### config.mk
export PLATFORM = sky130hd
export DESIGN_NAME = sequence_detect
export DESIGN_NICKNAME = d
export VERILOG_FILES = /design/src/rtl/sequence_detect_pkg.sv /design/src/rtl/seq_group_counter.sv /design/src/rtl/sequence_detect.sv
export SDC_FILE = /design/constraint.sdc
export NUM_CORES = 1
export LEC_CHECK = 0
export BUFFER_PORTS_ARGS = -buffer_cell sky130_fd_sc_hd__buf_4
export CORE_AREA = 4 4 41 43
export DETAILED_ROUTE_END_ITERATION = 8
export DIE_AREA = 0 0 45 47
export GPL_TIMING_DRIVEN = 0
export MAX_ROUTING_LAYER = met4
export PLACE_DENSITY = 0.41
export SETUP_SLACK_MARGIN = 0.05
export SYNTH_ARGS = -nofsm -noshare
export SYNTH_HDL_FRONTEND = slang
export SYNTH_SLANG_ARGS = --single-unit
### constraint.sdc
create_clock -name clk -period 3.5 [get_ports clk]
set_input_delay 0.175 -clock clk [delete_from_list [all_inputs] [get_ports clk]]
set_output_delay 0.175 -clock clk [all_outputs]
set_load 0.01 [all_outputs]
### src/rtl/sequence_detect_pkg.sv
// Shared constants and helpers for the serial group sequence detector.
package sequence_detect_pkg;

    localparam int          DEF_LEN     = 6;
    localparam logic [5:0]  DEF_PATTERN = 6'b011100;
    localparam int          MATCH_CNT_W = 8;

    // Width of a counter that runs 0..len-1, never narrower than one bit.
    function automatic int CNT_W(input int len);
        return (len < 2) ? 1 : $clog2(len);
    endfunction

endpackage

### src/rtl/seq_group_counter.sv
// Modulo-LEN bit position counter; last_bit_o marks the final bit of each group.
module seq_group_counter
    import sequence_detect_pkg::*;
#(
    parameter int LEN = DEF_LEN
) (
    input  logic                   clk,
    input  logic                   rst_n,
    output logic [CNT_W(LEN)-1:0]  cnt_o,
    output logic                   last_bit_o
);

    localparam int                CW   = CNT_W(LEN);
    localparam logic [CW-1:0]     LAST = CW'(LEN - 1);

    logic [CW-1:0] cnt_q;
    logic [CW-1:0] cnt_d;

    always_comb begin
        cnt_d = cnt_q + 1'b1;
        if (cnt_q == LAST) begin
            cnt_d = '0;
        end
    end

    always_ff @(posedge clk or negedge rst_n) begin
        if (!rst_n) begin
            cnt_q <= '0;
        end else begin
            cnt_q <= cnt_d;
        end
    end

    assign cnt_o      = cnt_q;
    assign last_bit_o = (cnt_q == LAST);

endmodule

### src/rtl/sequence_detect.sv
// Non-overlapping serial sequence detector: one match/not_match pulse per LEN-bit group.
// Optional saturating match counter enabled by defining SEQ_MATCH_CNT_EN.
module sequence_detect
    import sequence_detect_pkg::*;
#(
    parameter int             LEN     = DEF_LEN,
    parameter logic [LEN-1:0] PATTERN = DEF_PATTERN
) (
    input  logic                   clk,
    input  logic                   rst_n,
    input  logic                   data,
    output logic                   match,
    output logic                   not_match
`ifdef SEQ_MATCH_CNT_EN
    ,
    output logic [MATCH_CNT_W-1:0] match_cnt
`endif
);

    localparam int            CW   = CNT_W(LEN);
    localparam logic [CW-1:0] LAST = CW'(LEN - 1);

    logic [CW-1:0] cnt;
    logic          last_bit;
    logic          bit_bad;
    logic          group_bad;

    logic mismatch_q, mismatch_d;
    logic match_q, match_d;
    logic not_match_q, not_match_d;

    seq_group_counter #(
        .LEN (LEN)
    ) u_group_counter (
        .clk        (clk),
        .rst_n      (rst_n),
        .cnt_o      (cnt),
        .last_bit_o (last_bit)
    );

    // The first bit of a group lines up with the MSB of PATTERN.
    assign bit_bad   = (data != PATTERN[LAST - cnt]);
    assign group_bad = mismatch_q | bit_bad;

    always_comb begin
        mismatch_d  = group_bad;
        match_d     = 1'b0;
        not_match_d = 1'b0;
        if (last_bit) begin
            mismatch_d  = 1'b0;
            match_d     = ~group_bad;
            not_match_d = group_bad;
        end
    end

    always_ff @(posedge clk or negedge rst_n) begin
        if (!rst_n) begin
            mismatch_q  <= 1'b0;
            match_q     <= 1'b0;
            not_match_q <= 1'b0;
        end else begin
            mismatch_q  <= mismatch_d;
            match_q     <= match_d;
            not_match_q <= not_match_d;
        end
    end

    assign match     = match_q;
    assign not_match = not_match_q;

`ifdef SEQ_MATCH_CNT_EN
    logic [MATCH_CNT_W-1:0] match_cnt_q, match_cnt_d;

    always_comb begin
        match_cnt_d = match_cnt_q;
        if (match_d && (match_cnt_q != {MATCH_CNT_W{1'b1}})) begin
            match_cnt_d = match_cnt_q + 1'b1;
        end
    end

    always_ff @(posedge clk or negedge rst_n) begin
        if (!rst_n) begin
            match_cnt_q <= '0;
        end else begin
            match_cnt_q <= match_cnt_d;
        end
    end

    assign match_cnt = match_cnt_q;
`endif

endmodule

==> summary.md, run 1 <==
| Metric | Value |
|---|---|
| Largest family of logic cells by synthesized area | simple AND/OR/NAND/NOR gates |
| Hold WC Path Type | input pin to async pin |
| Status | finished, final reports clean |
| Initial Utilization | 0.211 |
| Post-Synth XOR/XNOR Area | 0.0639 |
| Worst-skew pair later-pin latency | 0.24 ns |
| DR DRC count | 0 |
| Post-synthesis instance area | between 200 and 300 um^2 |
| Gr ovfl total | 0 |
| All-Layer GR Usage | 0.0680 |
| Post-synthesis adder-cell area fraction | 0.0913 |
| Full die area | between 0.002 and 0.0025 mm^2 |
| Die X-Extent | 45 um |
| Ys flop type | dfrtp_1 |
| Internal | 0.112 mW |
| CTS tree | done |
| Sequential power share | 0.497 |
| Max stage delay cell, worst path | dfrtp_1 |
| Reg2Reg Launch Point | u_group_counter.cnt_o[1]$_DFF_PN0_ |
| Post-synthesis simple-gate area fraction | 0.187 |
| Syn Area/Cell | 11.0 um^2 |
| Post-DP HPWL | just under 400 um |
| Critical path fanouts, max | 5 |
| R2R Setup Slk | 1.94 ns |
| Arr. time, crit path | 1.74 ns |
| Pleak | 0.173 nW |
| Setup total negative slack | 0 ns |
| Post-synth cell types | 15 |
| Setup Crit Path Kind | flop to flop |
| I/O pins | 5 |
| Post-synthesis cell count | 25 |
| Layout cells sized above 1 | 0.242 |
| Hold WS | 0.275 ns |
| RR Endpoint | match$_DFF_PN0_ |
| Fmax | 0.642 GHz |
| Largest net degree at the start of global routing | 7 |
| Fin nets | 40 |
| R2r worst-path depth | 5 |
| Num CTS Buffers | 3 |
| Max Cap Viol | 0 |
| Max-slew headroom | 0.815 |
| Post-synthesis register bit count | 6 |
| Critical path's top delay family | simple AND/OR/NAND/NOR gates |
| Reg clk slew, reported paths | 0.05 ns |
| EDFF count, synth | 0 |
| Area contributors post-synth | dfrtp_1 (55%), ha_1 (9.1%), a21oi_1 (3.7%) |
| Final number of setup-violating endpoints | 0 |
| Worst clock skew | between 0.0015 and 0.002 ns |
| DRT Wirelength | slightly above 500 um |
| Top-area cell type share of the netlist area | 0.548 |
| RSZ-0062 raised after global routing | false |
| Row count | 13 |
| Buffers on Ports | 4 |
| VDD IR max | 0.102 mV |
| Avg WL per Cell | between 10 and 15 um |
| Crit-path cells | inv_1, ha_1, or3_1, a21oi_1, and2b_2 |
| Synth-to-layout area growth | 29.7% |
| Clock power share | 0.457 |
| Crit. End Element | flop |
| Yosys warns | 0 |
| Pin slew with the least headroom to its limit | 0.274 ns |
| Root Buffer | clkbuf_4 |
| Sw Pwr | 0.0303 mW |
| Vias | 201 |
| # H-tree levels | 1 |
| First-pass GRT wire length | 890 um |
| Hold Vio Cnt, Final | 0 |
| Core Footprint | 0.00130 mm^2 |
| Worst path max stage delay | 0.40 ns |
| Mapped Nets | 30 |
| Gate power share | 0.046 |
| Final antenna-violating net count | 0 |
| Fin crit share | 0.445 |
| Chip height | 47 um |
| Initial antenna violation count | 0 |
| Total power | between 0.1 and 0.15 mW |
| Vias in the first global route | ~220 |
| Worst setup SP type | flop |
| FFs w/ async S/R, synth | 1.00 |
| CTS Sinks | 6 |
| Synth Area in Compound Gates | 0.0822 |
| Drt initial violations | 7 |
| Pwr per Cell Area | 401 mW/mm^2 |
| Max clock buf depth | 2 |
| Most common cell in the netlist | dfrtp_1 |
| WP buf/inv | 1 |
| Vias/cell | between 4 and 5 |
| Slew Limit Fails | 0 |
| Multiplexer area fraction after synthesis | 0 |
| GPL Wtd Cong | 0.670 |
| Req. time, crit path | 3.69 ns |
| Min Tclk post-route | 1.56 ns |
| First-pass detailed-route iteration total | 4 |
| Switching Share | 0.212 |
| Number of inserted diodes | 0 |
| Largest area contributor in the netlist | dfrtp_1 |
| Sequential-to-total area share from yosys stat | 0.548 |
-- logic make-up after synthesis --
kind of cell    count (synthesis)
simple gates                    9
flops                           6
compound gates                  4
xor+xnor                        2
buf+inv                         2
fa+ha+maj                       2
-- how the worst max path moves through the flow --
stage	to	cells after the start	slack (ns)	startpoint
2_1_floorplan	match$_DFF_PN0_	5	2.04	u_group_counter.cnt_o[1]$_DFF_PN0_
3_3_place_gp	match$_DFF_PN0_	5	1.97	u_group_counter.cnt_o[1]$_DFF_PN0_
3_5_place_dp	match$_DFF_PN0_	5	1.94	u_group_counter.cnt_o[1]$_DFF_PN0_
4_1_cts	match$_DFF_PN0_	5	1.94	u_group_counter.cnt_o[1]$_DFF_PN0_
5_1_grt	match$_DFF_PN0_	5	1.86	u_group_counter.cnt_o[1]$_DFF_PN0_
6_report	match$_DFF_PN0_	5	1.94	u_group_counter.cnt_o[1]$_DFF_PN0_
-- sequential cells by signal (all words and copies together), names as in the netlist --
name                   flops
u_group_counter.cnt_o      3
mismatch_q                 1
match                      1
not_match                  1
-- layout by cell type (no fill, tap or decap), types with 2 or more instances in the layout --
cell type / n
clkbuf_4: 3
nor3_1: 2
nand2_1: 2
ha_1: 2
buf_4: 4
inv_1: 2
dfrtp_1: 6
a21oi_1: 2
-- layout make-up --
| cell class | count | area (um^2) |
|---|---|---|
| flip-flops and latches | 6 | 150 |
| repair buffers | 5 | 40.0 |
| multi-input cells | 17 | 116 |
| clock buffers | 3 | 22.5 |
| well taps | 15 | 18.8 |
| inverters | 2 | 7.51 |
| fillers | 152 | 946 |
-- stage by stage --
stage	util	cells	instance area, um^2	worst slack [ns]
after floorplan	-	25	274	2.04
after global placement	0.248	44	323	1.97
after detailed placement	0.248	44	323	1.94
after CTS	0.273	48	355	1.94
after global routing	0.273	48	355	1.86
final	0.273	48	355	1.94
-- worst register-to-register path: cells and delay by family, from the launching register on --
kind / cells / cell delay [ns]
DFF: 1 / 0.40
and+or+nand+nor: 2 / 0.52
AOI/OAI and AO/OA: 1 / 0.18
adders and majority gates: 1 / 0.35
buffers and inverters: 1 / 0.06
-- timing repair --
item | 4_1_cts | 5_1_grt
endpoints found under the hold margin | 6 | 0
gates resized for setup | 0 | 0
hold buffers | 1 | 0
buffers inserted | 0 | 0
setup endpoints to repair | 0 | 0
-- power groups by stage --
| stage | registers [mW] | clock network [mW] | logic (mW) |
|---|---|---|---|
| 2_1_floorplan | 0.0717 | 0 | 0.00178 |
| 3_3_place_gp | 0.0718 | 0 | 0.00538 |
| 3_5_place_dp | 0.0719 | 0 | 0.00588 |
| 4_1_cts | 0.0708 | 0.0681 | 0.00679 |
| 5_1_grt | 0.0709 | 0.0718 | 0.00764 |
| 6_report | 0.0708 | 0.0651 | 0.00660 |
-- layer usage --
metal  vias up  track usage  part of all wire
li1        101            -                 -
met1        95       0.0667              0.44
met2         5       0.0932              0.48
met3         0       0.0345             0.082
met4         0       0.0702                 0
met5         -            -                 0
Note: power is estimated with default switching activity, not from simulation.
==> inputs of run 2 (changes only) <==
==> constraint.sdc (replaced) <==
create_clock -name clk -period 1.5 [get_ports clk]
set_input_delay 0.075 -clock clk [delete_from_list [all_inputs] [get_ports clk]]
set_output_delay 0.075 -clock clk [all_outputs]
set_load 0.01 [all_outputs]
==> run 2 against run 1 <==
Die area unchanged. Clock power increased by 130%. Critical path type unchanged. Global-route usage fell by 0.082 points. Power grew 130%. Worst setup slack lost 1.8 ns. Fmax up 14%. Flip-flop and latch count unchanged. Utilization rose by 1.8 points. Clock skew barely moved. Cell area is 6.7% higher.
==> summary.md, run 2 (synthesis results as in run 1) <==
| Metric | Value |
|---|---|
| Status | finished, final reports clean |
| Post-DP Area | 323 um^2 (unchanged) |
| Max-slew headroom | 0.820 (+0.00480) |
| Buffers on Ports | 4 (unchanged) |
| Pin slew with the least headroom to its limit | 0.267 ns (-0.00710 ns) |
| First-pass detailed-route iteration total | 2 (-2) |
| Number of flip-flops under the largest register name | 3 (unchanged) |
| Most frequent cells in the layout | dfrtp_1 (6), buf_4 (5), clkbuf_4 (3), nand2_1 (2), nor3_1 (2) |
| DR DRC count | 0 (unchanged) |
| Hold Vio Cnt, Final | 0 (unchanged) |
| Fmax | 0.732 GHz (+14%) |
| Post-DP HPWL | 390 um (-1.5%) |
| # H-tree levels | 1 (unchanged) |
| Worst setup SP type | flop |
| Vias/cell | 4.29 (+2.3%) |
| Clock power share | 0.449 (-0.008) |
| Gate power share | 0.048 (+0.002) |
| Switching Share | 0.204 (-0.00868) |
| CTS tree | done |
| DRT Wirelength | 533 um (+3.9%) |
| Worst path max stage delay | 0.38 ns (-0.02 ns) |
| Leading cell type in the layout, fill and taps excluded | dfrtp_1 |
| Critical path's top delay family | simple AND/OR/NAND/NOR gates |
| Pwr per Cell Area | 868 mW/mm^2 (+120%) |
| Fin crit share | 0.911 (+0.465) |
| Largest net degree at the start of global routing | 7 (unchanged) |
| Number of inserted diodes | 0 (unchanged) |
| Setup total negative slack | 0 ns (unchanged) |
| Final Cell Area | 379 um^2 (+6.7%) |
| Crit. End Element | flop |
| Arr. time, crit path | 1.55 ns (-0.19 ns) |
| RSZ-0062 raised after global routing | false |
| Worst clock skew | 0.00201 ns (+0.0000166 ns) |
| Min Tclk post-route | 1.37 ns (-0.192 ns) |
| Max stage delay cell, worst path | dfrtp_1 |
| Sw Pwr | 0.0671 mW (+120%) |
| Reg2Reg Launch Point | u_group_counter.cnt_o[1]$_DFF_PN0_ |
| Max clock buf depth | 2 (unchanged) |
| Root Buffer | clkbuf_4 |
| Internal | 0.262 mW (+130%) |
| Fin nets | 41 (+2.5%) |
| Max Cap Viol | 0 (unchanged) |
| WP buf/inv | 1 (unchanged) |
| I/O pins | 5 (unchanged) |
| CTS Sinks | 6 (unchanged) |
| R2R Setup Slk | 0.13 ns (-1.81 ns) |
| Final number of setup-violating endpoints | 0 (unchanged) |
| Synth-to-layout area growth | 38.4% |
| Req. time, crit path | 1.68 ns (-2.01 ns) |
| Num CTS Buffers | 3 (unchanged) |
| VDD IR max | 0.325 mV (+220%) |
| Core Footprint | 0.00130 mm^2 (unchanged) |
| R2r worst-path depth | 5 (unchanged) |
| Setup Crit Path Kind | flop to flop |
| First-pass GRT wire length | 869 um (-2.4%) |
| RR Endpoint | match$_DFF_PN0_ |
| Vias in the first global route | 220 (+1.9%) |
| Chip height | 47 um (unchanged) |
| Die X-Extent | 45 um (unchanged) |
| Row count | 13 (unchanged) |
| Crit-path cells | inv_2, ha_4, or3_1, a21oi_2, and2b_2 |
| Pleak | 0.180 nW (+3.9%) |
| Initial Utilization | 0.211 (unchanged) |
| Full die area | 0.00212 mm^2 (unchanged) |
| Drt initial violations | 1 (-6) |
| Initial antenna violation count | 0 (unchanged) |
| Layout cells sized above 1 | 0.353 (+0.111) |
| GPL Wtd Cong | 0.691 (+3.1%) |
| Hold WC Path Type | input pin to async pin |
| Sequential power share | 0.503 (+0.006) |
| Reg clk slew, reported paths | 0.05 ns (about the same) |
| Vias | 210 (+4.5%) |
| Final antenna-violating net count | 0 (unchanged) |
| Worst-skew pair later-pin latency | 0.24 ns (about the same) |
| All-Layer GR Usage | 0.0672 (-0.000819) |
| Avg WL per Cell | 10.9 um (+1.8%) |
| Slew Limit Fails | 0 (unchanged) |
| Critical path fanouts, max | 5 (unchanged) |
| Gr ovfl total | 0 (unchanged) |
## run 2: changes by cell type in the layout (fill, tap and decap cells not counted), sizes merged
cell / delta
buf: +1
## run 2: worst register-to-register path, stage by stage, from the launching register on
cell     delay [ns]
dfrtp_1        0.38
inv_2          0.07
ha_4           0.21
or3_1          0.36
a21oi_2        0.14
and2b_2        0.14
## run 2: layer usage
metal / vias to the layer above / track usage / wire length [um]
met3: 0 / 0.0383 / 46
met5: - / - / 0
met2: 7 / 0.102 / 269
li1: 106 / - / -
met4: 0 / 0.0702 / 0
met1: 97 / 0.0552 / 217
## run 2: final cells by class
type / count / area [um^2]
Tap cell: 15 / 18.8
Clock buffer: 3 / 22.5
Sequential cell: 6 / 150
Fill cell: 148 / 922
Timing Repair Buffer: 6 / 47.5
Multi-Input combinational cell: 17 / 133
Inverter: 2 / 7.51
## run 2: power by group through the flow
stage	combinational (mW)	sequential, mW	clock, mW
3_5_place_dp	0.0135	0.168	0
5_1_grt	0.0179	0.165	0.172
2_1_floorplan	0.00419	0.167	0
3_3_place_gp	0.0126	0.167	0
4_1_cts	0.0156	0.165	0.159
6_report	0.0158	0.165	0.148
## run 2: through the flow
stage               hold slack [ns]  setup slack (ns)   util  instances  power (mW)
finish                        0.179             0.134  0.291         49       0.329
global route                  0.178            0.0660  0.291         49       0.355
CTS                           0.175            0.0866  0.288         49       0.340
detailed placement           -0.111           -0.0582  0.248         44       0.181
global placement             -0.115           -0.0150  0.248         44       0.180
floorplan                    -0.221            0.0565      -         25       0.172
## run 2: repair_timing
| item | 4_1_cts | 5_1_grt |
|---|---|---|
| resized for setup | 1 | 2 |
| pin swaps | 0 | 0 |
| buffers inserted | 1 | 0 |
| hold endpoints to repair | 6 | 0 |
| hold buffers | 1 | 0 |
| setup endpoints to repair | 2 | 1 |
## run 2: worst max path at each step
stage	from	end	slack, ns	cells after the start
floorplan	u_group_counter.cnt_o[1]$_DFF_PN0_	match$_DFF_PN0_	0.06	5
global placement	u_group_counter.cnt_o[1]$_DFF_PN0_	match$_DFF_PN0_	-0.02	5
detailed placement	u_group_counter.cnt_o[1]$_DFF_PN0_	match$_DFF_PN0_	-0.06	5
CTS	u_group_counter.cnt_o[1]$_DFF_PN0_	match$_DFF_PN0_	0.09	5
global route	u_group_counter.cnt_o[1]$_DFF_PN0_	match$_DFF_PN0_	0.07	5
finish	u_group_counter.cnt_o[1]$_DFF_PN0_	match$_DFF_PN0_	0.13	5
